`src/rtl/png_stream_ctrl.sv`:
```
// PNG chunk sequencer: emits signature, IHDR, one IDAT wrapping the zlib stream and IEND as
// 32-bit words, mirrors CRC-covered words to the shared CRC-32 engine and splices its result back in.
module png_stream_ctrl #(
    parameter int DATA_WD     = 32,
    parameter int NUM_WD      = 2,
    parameter int SIZE_PIC_WD = 32,
    parameter int LEN_WD      = 32
) (
    input  logic                   clk,
    input  logic                   rst,
    input  logic                   start_i,
    input  logic [SIZE_PIC_WD-1:0] w_i,
    input  logic [SIZE_PIC_WD-1:0] h_i,
    input  logic [LEN_WD-1:0]      idat_len_i,
    input  logic                   zl_val_i,
    input  logic [DATA_WD-1:0]     zl_dat_i,
    input  logic [NUM_WD-1:0]      zl_num_i,
    input  logic                   zl_lst_i,
    output logic                   zl_rdy_o,
    output logic                   crc_clr_o,
    output logic                   crc_val_o,
    output logic [DATA_WD-1:0]     crc_dat_o,
    output logic [NUM_WD-1:0]      crc_num_o,
    output logic                   crc_lst_o,
    input  logic                   crc_val_i,
    input  logic [DATA_WD-1:0]     crc_dat_i,
    output logic                   val_o,
    output logic [DATA_WD-1:0]     dat_o,
    output logic [NUM_WD-1:0]      num_o,
    output logic                   lst_o,
    input  logic                   rdy_i,
    output logic                   done_o,
    output logic                   err_o
);

    localparam logic [DATA_WD-1:0] SIG0_WORD = DATA_WD'(32'h89504E47);
    localparam logic [DATA_WD-1:0] SIG1_WORD = DATA_WD'(32'h0D0A1A0A);
    localparam logic [DATA_WD-1:0] IHDR_LEN_WORD = DATA_WD'(32'h0000000D);
    localparam logic [DATA_WD-1:0] IHDR_TYPE_WORD = DATA_WD'(32'h49484452);
    localparam logic [DATA_WD-1:0] IHDR_MISC_WORD = DATA_WD'(32'h08020000);
    localparam logic [DATA_WD-1:0] IDAT_TYPE_WORD = DATA_WD'(32'h49444154);
    localparam logic [DATA_WD-1:0] IEND_TYPE_WORD = DATA_WD'(32'h49454E44);
    localparam logic [DATA_WD-1:0] IEND_CRC_WORD = DATA_WD'(32'hAE426082);
    localparam logic [NUM_WD-1:0]  NUM_FULL = '1;

    typedef enum logic [4:0] {
        S_IDLE,
        S_SIG0,
        S_SIG1,
        S_IHDR_LEN,
        S_IHDR_TYPE,
        S_IHDR_W,
        S_IHDR_H,
        S_IHDR_MISC,
        S_IHDR_END,
        S_IHDR_CRC_WAIT,
        S_IHDR_CRC_OUT,
        S_IDAT_LEN,
        S_IDAT_TYPE,
        S_IDAT_DATA,
        S_IDAT_CRC_WAIT,
        S_IDAT_CRC_OUT,
        S_IEND_LEN,
        S_IEND_TYPE,
        S_IEND_CRC
    } state_t;

    state_t                 state;
    state_t                 state_nxt;
    logic [SIZE_PIC_WD-1:0] w_reg;
    logic [SIZE_PIC_WD-1:0] h_reg;
    logic [LEN_WD-1:0]      len_reg;
    logic [LEN_WD-1:0]      byte_cnt;
    logic [LEN_WD-1:0]      byte_sum;
    logic [DATA_WD-1:0]     crc_hold;
    logic                   crc_held;

    logic                   load;
    logic                   start_ok;
    logic                   zl_take;
    logic                   crc_rdy;
    logic                   in_crc_wait;
    logic                   in_crc_out;

    logic                   word_vld;
    logic [DATA_WD-1:0]     word_dat;
    logic [NUM_WD-1:0]      word_num;
    logic                   word_lst;
    logic                   word_cov;
    logic                   word_cov_lst;
    logic                   word_clr;

    assign load        = !val_o || rdy_i;
    assign start_ok    = (state == S_IDLE) && start_i;
    assign zl_take     = (state == S_IDAT_DATA) && load && zl_val_i;
    assign crc_rdy     = crc_val_i || crc_held;
    assign in_crc_wait = (state == S_IHDR_CRC_WAIT) || (state == S_IDAT_CRC_WAIT);
    assign in_crc_out  = (state == S_IHDR_CRC_OUT) || (state == S_IDAT_CRC_OUT);
    assign byte_sum    = byte_cnt + LEN_WD'(zl_num_i) + LEN_WD'(1);

    always_ff @(posedge clk or posedge rst) begin
        if (rst) state <= S_IDLE;
        else     state <= state_nxt;
    end

    always_comb begin
        state_nxt = state;
        case (state)
            S_IDLE:          if (start_i) state_nxt = S_SIG0;
            S_SIG0:          if (load) state_nxt = S_SIG1;
            S_SIG1:          if (load) state_nxt = S_IHDR_LEN;
            S_IHDR_LEN:      if (load) state_nxt = S_IHDR_TYPE;
            S_IHDR_TYPE:     if (load) state_nxt = S_IHDR_W;
            S_IHDR_W:        if (load) state_nxt = S_IHDR_H;
            S_IHDR_H:        if (load) state_nxt = S_IHDR_MISC;
            S_IHDR_MISC:     if (load) state_nxt = S_IHDR_END;
            S_IHDR_END:      if (load) state_nxt = S_IHDR_CRC_WAIT;
            S_IHDR_CRC_WAIT: if (crc_rdy && load) state_nxt = S_IHDR_CRC_OUT;
            S_IHDR_CRC_OUT:  if (load) state_nxt = S_IDAT_LEN;
            S_IDAT_LEN:      if (load) state_nxt = S_IDAT_TYPE;
            S_IDAT_TYPE:     if (load) state_nxt = (len_reg == '0) ? S_IDAT_CRC_WAIT : S_IDAT_DATA;
            S_IDAT_DATA:     if (zl_take && zl_lst_i) state_nxt = S_IDAT_CRC_WAIT;
            S_IDAT_CRC_WAIT: if (crc_rdy && load) state_nxt = S_IDAT_CRC_OUT;
            S_IDAT_CRC_OUT:  if (load) state_nxt = S_IEND_LEN;
            S_IEND_LEN:      if (load) state_nxt = S_IEND_TYPE;
            S_IEND_TYPE:     if (load) state_nxt = S_IEND_CRC;
            S_IEND_CRC:      if (load) state_nxt = S_IDLE;
            default:         state_nxt = S_IDLE;
        endcase
    end

    // The word each state offers to the output register, plus its CRC-engine side effects.
    always_comb begin
        word_vld     = 1'b0;
        word_dat     = '0;
        word_num     = NUM_FULL;
        word_lst     = 1'b0;
        word_cov     = 1'b0;
        word_cov_lst = 1'b0;
        word_clr     = 1'b0;
        zl_rdy_o     = 1'b0;
        case (state)
            S_SIG0:      begin word_vld = 1'b1; word_dat = SIG0_WORD; end
            S_SIG1:      begin word_vld = 1'b1; word_dat = SIG1_WORD; end
            S_IHDR_LEN:  begin word_vld = 1'b1; word_dat = IHDR_LEN_WORD; word_clr = 1'b1; end
            S_IHDR_TYPE: begin word_vld = 1'b1; word_dat = IHDR_TYPE_WORD; word_cov = 1'b1; end
            S_IHDR_W:    begin word_vld = 1'b1; word_dat = DATA_WD'(w_reg); word_cov = 1'b1; end
            S_IHDR_H:    begin word_vld = 1'b1; word_dat = DATA_WD'(h_reg); word_cov = 1'b1; end
            S_IHDR_MISC: begin word_vld = 1'b1; word_dat = IHDR_MISC_WORD; word_cov = 1'b1; end
            S_IHDR_END: begin
                word_vld     = 1'b1;
                word_num     = '0;
                word_cov     = 1'b1;
                word_cov_lst = 1'b1;
            end
            S_IHDR_CRC_OUT, S_IDAT_CRC_OUT: begin
                word_vld = 1'b1;
                word_dat = crc_hold;
            end
            S_IDAT_LEN:  begin word_vld = 1'b1; word_dat = DATA_WD'(len_reg); word_clr = 1'b1; end
            S_IDAT_TYPE: begin
                word_vld     = 1'b1;
                word_dat     = IDAT_TYPE_WORD;
                word_cov     = 1'b1;
                word_cov_lst = (len_reg == '0);
            end
            S_IDAT_DATA: begin
                zl_rdy_o     = load;
                word_vld     = zl_val_i;
                word_dat     = zl_dat_i;
                word_num     = zl_num_i;
                word_cov     = 1'b1;
                word_cov_lst = zl_lst_i;
            end
            S_IEND_LEN:  begin word_vld = 1'b1; end
            S_IEND_TYPE: begin word_vld = 1'b1; word_dat = IEND_TYPE_WORD; end
            S_IEND_CRC:  begin word_vld = 1'b1; word_dat = IEND_CRC_WORD; word_lst = 1'b1; end
            default: ;
        endcase
    end

    // Output register and the CRC mirror load together so the engine sees exactly the emitted words.
    always_ff @(posedge clk or posedge rst) begin
        if (rst) begin
            val_o     <= 1'b0;
            dat_o     <= '0;
            num_o     <= '0;
            lst_o     <= 1'b0;
            crc_clr_o <= 1'b0;
            crc_val_o <= 1'b0;
            crc_dat_o <= '0;
            crc_num_o <= '0;
            crc_lst_o <= 1'b0;
            done_o    <= 1'b0;
        end else begin
            crc_val_o <= load && word_vld && word_cov;
            crc_lst_o <= load && word_vld && word_cov_lst;
            crc_clr_o <= load && word_vld && word_clr;
            done_o    <= val_o && rdy_i && lst_o;
            if (load && word_vld && word_cov) begin
                crc_dat_o <= word_dat;
                crc_num_o <= word_num;
            end
            if (load) begin
                val_o <= word_vld;
                lst_o <= word_vld && word_lst;
                if (word_vld) begin
                    dat_o <= word_dat;
                    num_o <= word_num;
                end
            end
        end
    end

    // A CRC that arrives while the output is stalled is parked until CRC_OUT can emit it.
    always_ff @(posedge clk or posedge rst) begin
        if (rst) begin
            w_reg    <= '0;
            h_reg    <= '0;
            len_reg  <= '0;
            byte_cnt <= '0;
            err_o    <= 1'b0;
            crc_hold <= '0;
            crc_held <= 1'b0;
        end else begin
            if (start_ok) begin
                w_reg    <= w_i;
                h_reg    <= h_i;
                len_reg  <= idat_len_i;
                byte_cnt <= '0;
                err_o    <= 1'b0;
            end
            if (zl_take) begin
                byte_cnt <= byte_sum;
                if (zl_lst_i && (byte_sum != len_reg)) err_o <= 1'b1;
            end
            if (in_crc_wait && crc_val_i) begin
                crc_hold <= crc_dat_i;
                crc_held <= 1'b1;
            end else if (in_crc_out && load) begin
                crc_held <= 1'b0;
            end
        end
    end

endmodule

```
`config.mk`:
```
export PLATFORM = sky130hd
export DESIGN_NAME = png_stream_ctrl
export DESIGN_NICKNAME = d
export VERILOG_FILES = /design/src/rtl/png_stream_ctrl.sv
export SDC_FILE = /design/constraint.sdc
export NUM_CORES = 1
export LEC_CHECK = 0
export CORE_MARGIN = 2
export CORE_UTILIZATION = 47
export DETAILED_ROUTE_END_ITERATION = 12
export MAX_ROUTING_LAYER = met4
export PLACE_DENSITY = 0.81
export SETUP_SLACK_MARGIN = 0.5
export SLEW_MARGIN = 0
export SYNTH_ARGS = -nofsm -noshare
export SYNTH_HDL_FRONTEND = slang
export SYNTH_SLANG_ARGS = --single-unit
```
`constraint.sdc`:
```
create_clock -name clk -period 8.6 [get_ports clk]
set_clock_uncertainty 0.1 [all_clocks]
set_input_delay 1.72 -clock clk [delete_from_list [all_inputs] [get_ports clk]]
set_output_delay 1.72 -clock clk [all_outputs]
set_load 0.005 [all_outputs]
```
==> impl_metrics.env <==
export IMPL_hold_ws_ns=0.3777
export IMPL_worstSkewPairLatency_ns=0.54
export IMPL_crit_path_end_kind="flop"
export IMPL_slew_headroom_pct=20.15
export IMPL_areaGrowthSynthToFinish_pct=29.52
export IMPL_setup_viol=0
export IMPL_grt_pass1_vias=10140
export IMPL_clock_fmax_mhz=193.7
export IMPL_cp_max_fo=14
export IMPL_hold_path_end="dat_o[17]"
export IMPL_cts_hold_buf=0
export IMPL_drc_errors=0
export IMPL_synth_edff_count=0
export IMPL_r2r_setup_slack_ns=4.22
export IMPL_ys_types=74
export IMPL_die_h_um=163.7
export IMPL_gr_total_overflow=0
export IMPL_cts_sinks=241
export IMPL_grt_util_all_layers_pct=28.74
export IMPL_critPathKind="input pin to flop"
export IMPL_cts_setup_buffers=0
export IMPL_start_kind="input pin"
export IMPL_die_area_mm2=0.02679
export IMPL_reg2reg_to="state[4]"
export IMPL_mostFrequentLayoutCells="244 x clkdlybuf4s50_1, 241 x dfrtp_1, 129 x mux2_2, 98 x nand2_1, 95 x o21ai_0"
export IMPL_place_worst_setup_slack_ns=2.941
export IMPL_rsz0062_at_grt="false"
export IMPL_p_leak_nw=6.511
export IMPL_hold_path_class="flop to flop"
export IMPL_grt_pass1_wl_mm=57.62
export IMPL_ir_drop_mv=0.2246
export IMPL_worstHoldStart="dat_o[17]"
export IMPL_layout_setup_ws_ns=3.436
export IMPL_layout_nets=1538
export IMPL_drive_above_1_share_pct=15.09
export IMPL_period_share_pct=60.04
export IMPL_tightest_slew_ns=1.198
export IMPL_wl_per_cell_um=22.00
export IMPL_cts_root_buf="clkbuf_16"
export IMPL_ys_seq_elements=241
export IMPL_ys_async_sr_fraction_pct=100.0
export IMPL_htreeDepth=1
export IMPL_gp_congestion=1.012
export IMPL_r2r_cells=8
export IMPL_hold_path_depth=2
export IMPL_arrival_ns=5.46
export IMPL_core_area_mm2=0.02511
export IMPL_seq_area_frac_synth_pct=50.32
export IMPL_final_common_cell="clkdlybuf4s50_1"
export IMPL_die_w_um=163.7
export IMPL_grt_max_degree=174
export IMPL_antenna_found_initial=1
export IMPL_p_per_area_mw_per_mm2=338.9
export IMPL_syn_nets=1337
export IMPL_clk_path_buf_depth=3
export IMPL_routed_via_density=6.049
export IMPL_drt_initial_drc_count=1268
export IMPL_drv_slew=0
export IMPL_netlist_instances=1164
export IMPL_finalHoldViolCount=0
export IMPL_dp_hpwl_mm=26.59
export IMPL_start_util_pct=47.73
export IMPL_required_ns=8.89
export IMPL_routed_wl_mm=37.80
export IMPL_yosys_warnings=0
export IMPL_avgSynthCellArea_um2=10.30
export IMPL_num_rows=58
export IMPL_path_clk_slew_ns=0.06
export IMPL_cts_buffers=26
export IMPL_via_count=10390
export IMPL_ys_flop_type="dfrtp_1"
export IMPL_layout_min_cycle_time_ns=5.164
export IMPL_cts_tree="yes"
export IMPL_status="complete, no violations"
export IMPL_pin_count=245
export IMPL_drt_first_pass_iters=8
export IMPL_reg2reg_from="state[3]"
export IMPL_final_antenna_net_count=0
export IMPL_fin_tns_setup_ns=0
export IMPL_ctsResizeCount=0
export IMPL_cap_viol_max_count=0
export IMPL_synth_area_mm2=0.01199
export IMPL_portBuffers=244
==> routing by layer <==
metal | wire [um] | global-route usage, % | vias to the layer above | part of all wire [%]
met3 | 3544 | 5.631 | 116 | 9.4
met1 | 15180 | 37.92 | 5042 | 40
met2 | 17160 | 43.51 | 601 | 45
li1 | - | - | 4634 | -
met4 | 1915 | 12.32 | 0 | 5.1
met5 | 0 | - | - | 0
==> cells by family (layout without fill, tap and decap cells) <==
group	Yosys count	count (layout)	share of synthesized area [%]
mux	136	136	12.70
simple gates	322	322	12.99
other cells	0	3	0
buf+inv	107	328	3.675
fa+ha+maj	4	4	0.4803
flops	241	241	50.32
xor+xnor	39	39	2.850
compound gates	315	315	16.99
==> cells in the mapped netlist (all sizes together) (6+ instances only) <==
master | count | share of area (%)
a22oi | 26 | 1.6
xnor2 | 29 | 2.1
dfrtp | 241 | 50
nor3 | 16 | 0.71
a211oi | 8 | 0.61
a2111oi | 6 | 0.49
a22o | 11 | 0.80
buf | 34 | 1.4
and3 | 10 | 0.52
nand2 | 102 | 3.2
xor2 | 10 | 0.73
nand2b | 7 | 0.37
inv | 23 | 0.72
nor2 | 91 | 2.9
nor4 | 14 | 0.91
nor2b | 6 | 0.31
nand4 | 16 | 1.0
and2 | 19 | 1.0
o31ai | 17 | 1.1
nand3 | 25 | 1.0
o22ai | 8 | 0.42
mux2 | 129 | 12
mux2i | 7 | 0.58
clkbuf | 50 | 1.6
a21oi | 76 | 3.2
o21ai | 95 | 4.0
a221oi | 19 | 1.4
a31oi | 10 | 0.52
==> how the worst max path moves through the flow <==
stage / start / end / slack [ns] / cells past startpoint
floorplan: rst / byte_cnt[0] / 3.62 / 1
global placement: zl_num_i[0] / err_o / 3.03 / 12
detailed placement: zl_num_i[0] / err_o / 2.94 / 12
finish: zl_num_i[0] / err_o / 3.44 / 10
global route: zl_num_i[0] / err_o / 3.25 / 12
CTS: zl_num_i[0] / err_o / 3.49 / 12
==> where the power goes <==
| part | switching [mW] | total [mW] | internal [mW] | leakage [nW] |
|---|---|---|---|---|
| clock network | 0.467 | 1.13 | 0.664 | 0.426 |
| logic | 1.16 | 2.16 | 0.999 | 3.03 |
| registers | 0.398 | 1.97 | 1.57 | 3.05 |
==> critical path, stage by stage <==
cell and delay, ns:
clkdlybuf4s50_1 0.50, inv_1 0.08, ha_1 0.21, fa_1 0.46, nand3b_1 0.24, nor2_1 0.78, nand2_1 0.28, or4_1 0.56
a2111oi_0 0.49, a22oi_1 0.13
==> cell type report <==
type                    instances  area [um2]
multi-input cells             816        5557
clock inverters                10       86.33
fillers                      2024        9585
diodes                          3       7.507
clock buffers                  38       787.0
inverters                      23       90.09
flip-flops and latches        241        6031
repair buffers                257        2552
well taps                     330       412.9
==> per-stage QoR <==
step	total power [mW]	utilization [%]	instance area, um2	cells
6_report	5.261	61.82	15520	1718
5_1_grt	5.547	61.80	15520	1716
2_1_floorplan	3.192	-	11990	1164
3_3_place_gp	4.025	58.32	14640	1667
4_1_cts	5.246	61.79	15520	1715
3_5_place_dp	4.098	58.32	14640	1667
Power figures use the tool's default switching activity.
